===== config.mk =====
export PLATFORM = sky130hd
export DESIGN_NAME = ovi_issue_sequencer
export DESIGN_NICKNAME = d
export VERILOG_FILES = /design/src/rtl/ovi_seq_pkg.sv /design/src/rtl/ovi_credit_ctr.sv /design/src/rtl/ovi_issue_sequencer.sv
export SDC_FILE = /design/constraint.sdc
export NUM_CORES = 2
export LEC_CHECK = 0
export CAP_MARGIN = 20
export CORE_ASPECT_RATIO = 1.2
export CORE_MARGIN = 1
export CORE_UTILIZATION = 38
export CTS_CLUSTER_DIAMETER = 120
export DETAILED_ROUTE_END_ITERATION = 8
export SYNTH_ARGS = -nofsm -noshare
export SYNTH_HDL_FRONTEND = slang
export SYNTH_SLANG_ARGS = --single-unit

===== constraint.sdc =====
create_clock -name clk -period 7.78 [get_ports clk]
set_input_delay 1.556 -clock clk [delete_from_list [all_inputs] [get_ports clk]]
set_output_delay 1.556 -clock clk [all_outputs]
set_load 0.02 [all_outputs]

===== src/rtl/ovi_seq_pkg.sv =====
//------------------------------------------------------------------------------
// Module : ovi_seq_pkg
// Brief  : Shared OVI widths, scoreboard entry type and pointer/count helpers.
// Rev    : 1.0
//------------------------------------------------------------------------------
`default_nettype none

`ifndef OVI_INSTR_WIDTH
`define OVI_INSTR_WIDTH 32
`endif
`ifndef OVI_SCALAROPND_WIDTH
`define OVI_SCALAROPND_WIDTH 64
`endif
`ifndef OVI_SEW_WIDTH
`define OVI_SEW_WIDTH 3
`endif
`ifndef OVI_VL_WIDTH
`define OVI_VL_WIDTH 15
`endif
`ifndef OVI_SBID_WIDTH
`define OVI_SBID_WIDTH 5
`endif
`ifndef OVI_FFLAGS_WIDTH
`define OVI_FFLAGS_WIDTH 5
`endif
`ifndef OVI_DATA_WIDTH
`define OVI_DATA_WIDTH 64
`endif

package ovi_seq_pkg;

   localparam int C_DEFAULT_DEPTH   = 8;
   localparam int C_DEFAULT_CREDITS = 4;

   typedef struct packed {
      logic                             valid;
      logic                             done;
      logic [`OVI_SCALAROPND_WIDTH-1:0] dest_reg;
      logic [`OVI_FFLAGS_WIDTH-1:0]     fflags;
      logic                             vxsat;
      logic                             illegal;
   } sb_entry_t;

   function automatic int ptr_width(input int depth);
      return (depth > 1) ? $clog2(depth) : 1;
   endfunction

   function automatic int cnt_width(input int depth);
      return ptr_width(depth) + 1;
   endfunction

endpackage

`default_nettype wire


===== src/rtl/ovi_credit_ctr.sv =====
//------------------------------------------------------------------------------
// Module : ovi_credit_ctr
// Brief  : VPU issue credit counter; a return while already full is flagged.
// Rev    : 1.0
//------------------------------------------------------------------------------
`default_nettype none

module ovi_credit_ctr #(
   parameter int INIT_CREDITS = 4
) (
   input  logic clk,
   input  logic rst_l,
   input  logic i_dec,
   input  logic i_inc,
   output logic o_has_credit,
   output logic o_overflow
);

   localparam int              C_CW   = $clog2(INIT_CREDITS + 1);
   localparam logic [C_CW-1:0] C_INIT = C_CW'(INIT_CREDITS);

   logic [C_CW-1:0] r_credits;
   logic            w_full;
   logic            w_inc_ok;

   always_comb begin
      w_full       = (r_credits == C_INIT);
      w_inc_ok     = i_inc && !w_full;
      o_overflow   = i_inc && w_full;
      o_has_credit = (r_credits != '0);
   end

   // A rejected return does not cancel a same-cycle decrement.
   always_ff @(posedge clk or negedge rst_l) begin
      if (!rst_l) begin
         r_credits <= C_INIT;
      end else if (w_inc_ok && !i_dec) begin
         r_credits <= r_credits + C_CW'(1);
      end else if (i_dec && !w_inc_ok) begin
         r_credits <= r_credits - C_CW'(1);
      end
   end

endmodule

`default_nettype wire


===== src/rtl/ovi_issue_sequencer.sv =====
//------------------------------------------------------------------------------
// Module : ovi_issue_sequencer
// Brief  : Credit-controlled OVI issue with in-order completion retirement.
//          Optional macro OVI_ISSUE_VILL_CHECK_EN retires vill instructions locally.
// Rev    : 1.0
//------------------------------------------------------------------------------
`default_nettype none

module ovi_issue_sequencer
   import ovi_seq_pkg::*;
#(
   parameter int DEPTH        = C_DEFAULT_DEPTH,
   parameter int INIT_CREDITS = C_DEFAULT_CREDITS
) (
   input  logic                             clk,
   input  logic                             rst_l,
   input  logic                             core_issue_valid,
   output logic                             core_issue_ready,
   input  logic [`OVI_INSTR_WIDTH-1:0]      core_issue_instr,
   input  logic [`OVI_SCALAROPND_WIDTH-1:0] core_issue_scalar_opnd,
   input  logic                             csr_vill,
   input  logic [`OVI_SEW_WIDTH-1:0]        csr_vsew,
   input  logic [1:0]                       csr_vlmul,
   input  logic [2:0]                       csr_frm,
   input  logic [1:0]                       csr_vxrm,
   input  logic [`OVI_VL_WIDTH-1:0]         csr_vl,
   input  logic [13:0]                      csr_vstart,
   output logic                             vpu_issue_valid,
   output logic [`OVI_INSTR_WIDTH-1:0]      vpu_issue_instr,
   output logic [`OVI_SCALAROPND_WIDTH-1:0] vpu_issue_scalar_opnd,
   output logic [`OVI_SBID_WIDTH-1:0]       vpu_issue_sb_id,
   output logic                             vpu_issue_vill,
   output logic [`OVI_SEW_WIDTH-1:0]        vpu_issue_vsew,
   output logic [1:0]                       vpu_issue_vlmul,
   output logic [2:0]                       vpu_issue_frm,
   output logic [1:0]                       vpu_issue_vxrm,
   output logic [`OVI_VL_WIDTH-1:0]         vpu_issue_vl,
   output logic [13:0]                      vpu_issue_vstart,
   input  logic                             vpu_issue_credit,
   input  logic                             vpu_cmpl_valid,
   input  logic [`OVI_SBID_WIDTH-1:0]       vpu_cmpl_sb_id,
   input  logic [`OVI_SCALAROPND_WIDTH-1:0] vpu_cmpl_dest_reg,
   input  logic [`OVI_FFLAGS_WIDTH-1:0]     vpu_cmpl_fflags,
   input  logic                             vpu_cmpl_vxsat,
   input  logic                             vpu_cmpl_illegal,
   output logic                             core_cmpl_valid,
   output logic [`OVI_DATA_WIDTH-1:0]       core_cmpl_data,
   output logic [`OVI_FFLAGS_WIDTH-1:0]     core_cmpl_fflags,
   output logic                             core_cmpl_vxsat,
   output logic                             core_cmpl_illegal,
   output logic [$clog2(DEPTH):0]           outstanding,
   output logic                             proto_err
);

   localparam int                 C_PTR_W     = ptr_width(DEPTH);
   localparam int                 C_CNT_W     = cnt_width(DEPTH);
   localparam int                 C_DW        = `OVI_DATA_WIDTH;
   localparam int                 C_SW        = `OVI_SCALAROPND_WIDTH;
   localparam logic [C_CNT_W-1:0] C_DEPTH_CNT = C_CNT_W'(DEPTH);

   sb_entry_t          r_sb [DEPTH];
   logic [C_PTR_W-1:0] r_head;
   logic [C_PTR_W-1:0] r_tail;
   logic [C_CNT_W-1:0] r_count;
   logic               r_proto_err;

   logic               w_has_credit;
   logic               w_credit_ovf;
   logic               w_accept;
   logic               w_vill_alloc;
   logic               w_issue;
   logic [C_PTR_W-1:0] w_cmpl_idx;
   sb_entry_t          w_cmpl_entry;
   sb_entry_t          w_head_entry;
   logic               w_cmpl_hit;
   logic               w_cmpl_err;
   logic               w_retire;
   logic [C_DW-1:0]    w_ret_data;

   ovi_credit_ctr #(
      .INIT_CREDITS (INIT_CREDITS)
   ) u_credit_ctr (
      .clk          (clk),
      .rst_l        (rst_l),
      .i_dec        (w_issue),
      .i_inc        (vpu_issue_credit),
      .o_has_credit (w_has_credit),
      .o_overflow   (w_credit_ovf)
   );

   always_comb begin
      core_issue_ready = (r_count < C_DEPTH_CNT) && w_has_credit;
      w_accept         = core_issue_valid && core_issue_ready;
`ifdef OVI_ISSUE_VILL_CHECK_EN
      w_vill_alloc     = w_accept && csr_vill;
`else
      w_vill_alloc     = 1'b0;
`endif
      w_issue          = w_accept && !w_vill_alloc;
      w_cmpl_idx       = vpu_cmpl_sb_id[C_PTR_W-1:0];
      w_cmpl_entry     = r_sb[w_cmpl_idx];
      // Out-of-range ids, idle slots and repeat completions all count as errors.
      w_cmpl_hit       = vpu_cmpl_valid && (32'(vpu_cmpl_sb_id) < DEPTH) &&
                         w_cmpl_entry.valid && !w_cmpl_entry.done;
      w_cmpl_err       = vpu_cmpl_valid && !w_cmpl_hit;
      w_head_entry     = r_sb[r_head];
      w_retire         = w_head_entry.valid && w_head_entry.done;
   end

   if (C_DW == C_SW) begin : g_data_same
      assign w_ret_data = w_head_entry.dest_reg;
   end else if (C_DW > C_SW) begin : g_data_zext
      assign w_ret_data = {{(C_DW - C_SW){1'b0}}, w_head_entry.dest_reg};
   end else begin : g_data_trunc
      assign w_ret_data = w_head_entry.dest_reg[C_DW-1:0];
   end

   // Accept, completion and retire never target the same slot in one cycle.
   always_ff @(posedge clk or negedge rst_l) begin
      if (!rst_l) begin
         for (int i = 0; i < DEPTH; i++) begin
            r_sb[i] <= '0;
         end
      end else begin
         if (w_accept) begin
            r_sb[r_tail] <= '{valid: 1'b1, done: w_vill_alloc, dest_reg: '0,
                              fflags: '0, vxsat: 1'b0, illegal: w_vill_alloc};
         end
         if (w_cmpl_hit) begin
            r_sb[w_cmpl_idx].done     <= 1'b1;
            r_sb[w_cmpl_idx].dest_reg <= vpu_cmpl_dest_reg;
            r_sb[w_cmpl_idx].fflags   <= vpu_cmpl_fflags;
            r_sb[w_cmpl_idx].vxsat    <= vpu_cmpl_vxsat;
            r_sb[w_cmpl_idx].illegal  <= vpu_cmpl_illegal;
         end
         if (w_retire) begin
            r_sb[r_head].valid <= 1'b0;
         end
      end
   end

   always_ff @(posedge clk or negedge rst_l) begin
      if (!rst_l) begin
         r_head      <= '0;
         r_tail      <= '0;
         r_count     <= '0;
         r_proto_err <= 1'b0;
      end else begin
         if (w_accept) begin
            r_tail <= r_tail + C_PTR_W'(1);
         end
         if (w_retire) begin
            r_head <= r_head + C_PTR_W'(1);
         end
         case ({w_accept, w_retire})
            2'b10:   r_count <= r_count + C_CNT_W'(1);
            2'b01:   r_count <= r_count - C_CNT_W'(1);
            default: r_count <= r_count;
         endcase
         if (w_credit_ovf || w_cmpl_err) begin
            r_proto_err <= 1'b1;
         end
      end
   end

   always_ff @(posedge clk or negedge rst_l) begin
      if (!rst_l) begin
         vpu_issue_valid       <= 1'b0;
         vpu_issue_instr       <= '0;
         vpu_issue_scalar_opnd <= '0;
         vpu_issue_sb_id       <= '0;
         vpu_issue_vill        <= 1'b0;
         vpu_issue_vsew        <= '0;
         vpu_issue_vlmul       <= '0;
         vpu_issue_frm         <= '0;
         vpu_issue_vxrm        <= '0;
         vpu_issue_vl          <= '0;
         vpu_issue_vstart      <= '0;
      end else begin
         vpu_issue_valid <= w_issue;
         if (w_issue) begin
            vpu_issue_instr       <= core_issue_instr;
            vpu_issue_scalar_opnd <= core_issue_scalar_opnd;
            vpu_issue_sb_id       <= `OVI_SBID_WIDTH'(r_tail);
            vpu_issue_vill        <= csr_vill;
            vpu_issue_vsew        <= csr_vsew;
            vpu_issue_vlmul       <= csr_vlmul;
            vpu_issue_frm         <= csr_frm;
            vpu_issue_vxrm        <= csr_vxrm;
            vpu_issue_vl          <= csr_vl;
            vpu_issue_vstart      <= csr_vstart;
         end
      end
   end

   always_ff @(posedge clk or negedge rst_l) begin
      if (!rst_l) begin
         core_cmpl_valid   <= 1'b0;
         core_cmpl_data    <= '0;
         core_cmpl_fflags  <= '0;
         core_cmpl_vxsat   <= 1'b0;
         core_cmpl_illegal <= 1'b0;
      end else begin
         core_cmpl_valid <= w_retire;
         if (w_retire) begin
            core_cmpl_data    <= w_ret_data;
            core_cmpl_fflags  <= w_head_entry.fflags;
            core_cmpl_vxsat   <= w_head_entry.vxsat;
            core_cmpl_illegal <= w_head_entry.illegal;
         end
      end
   end

   assign outstanding = r_count;
   assign proto_err   = r_proto_err;

endmodule

`default_nettype wire


==> metrics.csv <==
metric,value,unit
endpoint_kind,flip-flop,
drt-total-wl,106000,um
post-dp-hpwl,62600,um
cts-buffers-inserted,88,
required,8.33,ns
drtAntennaViolNets,0,
area_growth,21.5,%
placed_cells,4813,
hold_viol_final,0,
slew_viol_final,0,
antenna_found_initial,9,
grt_pass1_vias,26900,
worstPathCellList,"clkdlybuf4s50_1, mux2_2, a21oi_1, o211ai_2, nand2_4, buf_4, mux2i_1",
cts_sinks,810,
rsz0062_at_grt,no,
path_clk_slew,0.06,ns
mostFrequentLayoutCell,nand2_1,
cts_root_buffer,clkbuf_16,
nNetsFinal,3868,
min_path_type,flip-flop to flip-flop,
setup.worst_path.start_class,primary input,
final-setup-viol-count,0,
fp.dieH,343,um
tightest_slew,1.05,ns
cp.arrival,4.85,ns
p_leak,21.7,nW
clockBufferDepth,3,
path_buf_inv,2,
ys_types,55,
stdcell_count,4973,
start_util,38.5,%
clock_latency,0.67,ns
synth.avg_cell_area,11.1,um^2
critical_path.slowest_cell,clkdlybuf4s50_1,
finalPower,16.8,mW
worst_path_largest_cell_delay,0.80,ns
regArea,20300,um^2
drcViolationCount,0,
finalWorstSetupSlack,3.48,ns
yosysTopAreaCellShare,54.9,%
grt-ovfl-total,0,
die_area,98300,um^2
cts_tree,yes,
status,completed,
gp_congestion,0.795,
dieWidth,286,um
synth-seq-cells,810,
grt_max_degree,169,
synth.largest_area_cell,dfrtp_1,
drive_gt1_share,9.70,%
ys_top_cells_by_area,"dfrtp_1 55%, mux2i_1 14%, nand2_1 12%",
cts_resized,0,
pre_cts_ws,2.76,ns
syn_area,36900,um^2
ys_warn_count,0,
cp_max_fo,40,
cts_setup_buffers,0,
clock_skew,0.0459,ns
cpLargestDelayFamily,buffers and inverters,
crit_type,primary input to flip-flop,
setup_total_negative_slack,0,ns
numPortBuffers,434,
htreeDepth,3,
vdd_drop_max,0.233,mV
io_pins,437,
wl_per_cell,21.3,um
utilization,46.8,%
synthFlopType,dfrtp_1,
drt_iter0_drc,1647,
layout_common_cells,"1153 x nand2_1, 806 x dfrtp_1, 501 x mux2i_1",
ys_seq_area_share,55.0,%
cts_hold_buf,0,
dr.pass1.iters,5,
synth_edf_count,0,
slew-limit-headroom,29.9,%
min_period,4.30,ns
fmax,233,MHz
routed-via-count,25500,
grt_use_total,21.9,%
rows,124,
async_flop_share,100,%
core,95700,um^2
power.density,374,nW/um^2
grt_first_pass_wirelength,165000,um
multiInputGateArea,14900,um^2
vias_per_cell,5.13,
fin_crit_sh,55.3,%
nFillCells,8753,
synth_cells,3311,
cap_violations,0,
==> registers in the layout, summed over array words and instances (netlist names), 4 cells and up <==
signal and flops:
r_sb 584, core_cmpl_fflags 5, vpu_issue_instr 32, vpu_issue_scalar_opnd 64, vpu_issue_vl 15, vpu_issue_vstart 14
core_cmpl_data 64, outstanding 4
==> worst reg2reg max path, stage by stage, from the launching register on <==
cell and delay, ns:
dfrtp_4 0.93, mux4_2 0.65, mux2i_4 0.25, buf_4 0.66, buf_4 0.84, mux2_2 0.43
==> per-layer routing <==
layer	vias up	GRT usage [%]	routed length (um)
met5	-	0	55
li1	11700	-	-
met4	8	5.80	2430
met2	715	37.1	52400
met3	138	4.93	6860
met1	12900	28.2	44400
==> where the power goes <==
part | internal (mW) | switching [mW]
clock network | 2.50 | 1.79
logic | 2.61 | 3.21
registers | 5.70 | 0.956
==> kinds of logic (layout without fill, tap and decap cells) <==
logic type	count (synthesis)	after routing	share of synthesized area, %
buffers and inverters	322	722	4.85
other	1	3	0.0102
XOR/XNOR	11	11	0.261
flip-flops	810	810	55.0
AO/OA/AOI/OAI	239	239	3.56
multiplexers	650	650	22.6
adder cells (fa/ha/maj)	7	7	0.258
AND/OR/NAND/NOR	1271	1271	13.5
==> final cells by class <==
class	count	area share, %
inverters	85	0.718
well taps	1260	3.52
diodes	1	0.00559
multi-input cells	2180	33.2
clock inverters	36	0.975
flip-flops and latches	810	45.3
repair buffers	479	10.7
clock buffers	122	5.61
==> Yosys cell counts, types with 5 or more instances <==
cell / count
a21oi_1: 74
buf_1: 12
buf_12: 14
buf_2: 112
buf_4: 20
buf_6: 18
clkbuf_1: 61
dfrtp_1: 809
ha_1: 6
inv_1: 84
mux2i_1: 502
mux4_2: 144
nand2_1: 1153
nor2_1: 80
o21ai_0: 83
o21ai_1: 63
xnor2_1: 5
xor2_1: 6
==> metrics by stage <==
| stage | hold slack (ns) | instance area (um^2) |
|---|---|---|
| 2_1_floorplan | 0.471 | 36900 |
| 3_3_place_gp | 0.456 | 41800 |
| 3_5_place_dp | 0.461 | 41800 |
| 4_1_cts | 0.476 | 44700 |
| 5_1_grt | 0.488 | 44800 |
| 6_report | 0.469 | 44800 |
==> worst paths after layout <==
| kind | from | depth (start not counted) | slack (ns) | end |
|---|---|---|---|---|
| max | vpu_cmpl_sb_id[2] | 7 | 3.48 | r_sb[389] |
| min | vpu_issue_instr[25] | 2 | 0.47 | vpu_issue_instr[25] |
| max reg2reg | r_head[2] | 5 | 3.90 | r_head[1] |
| min reg2reg | vpu_issue_instr[25] | 2 | 0.47 | vpu_issue_instr[25] |
| max in group asynchronous | rst_l | 3 | 5.28 | r_head[2] |
| min in group asynchronous | rst_l | 1 | 0.86 | vpu_issue_instr[4] |
(Power assumes the default switching activity.)
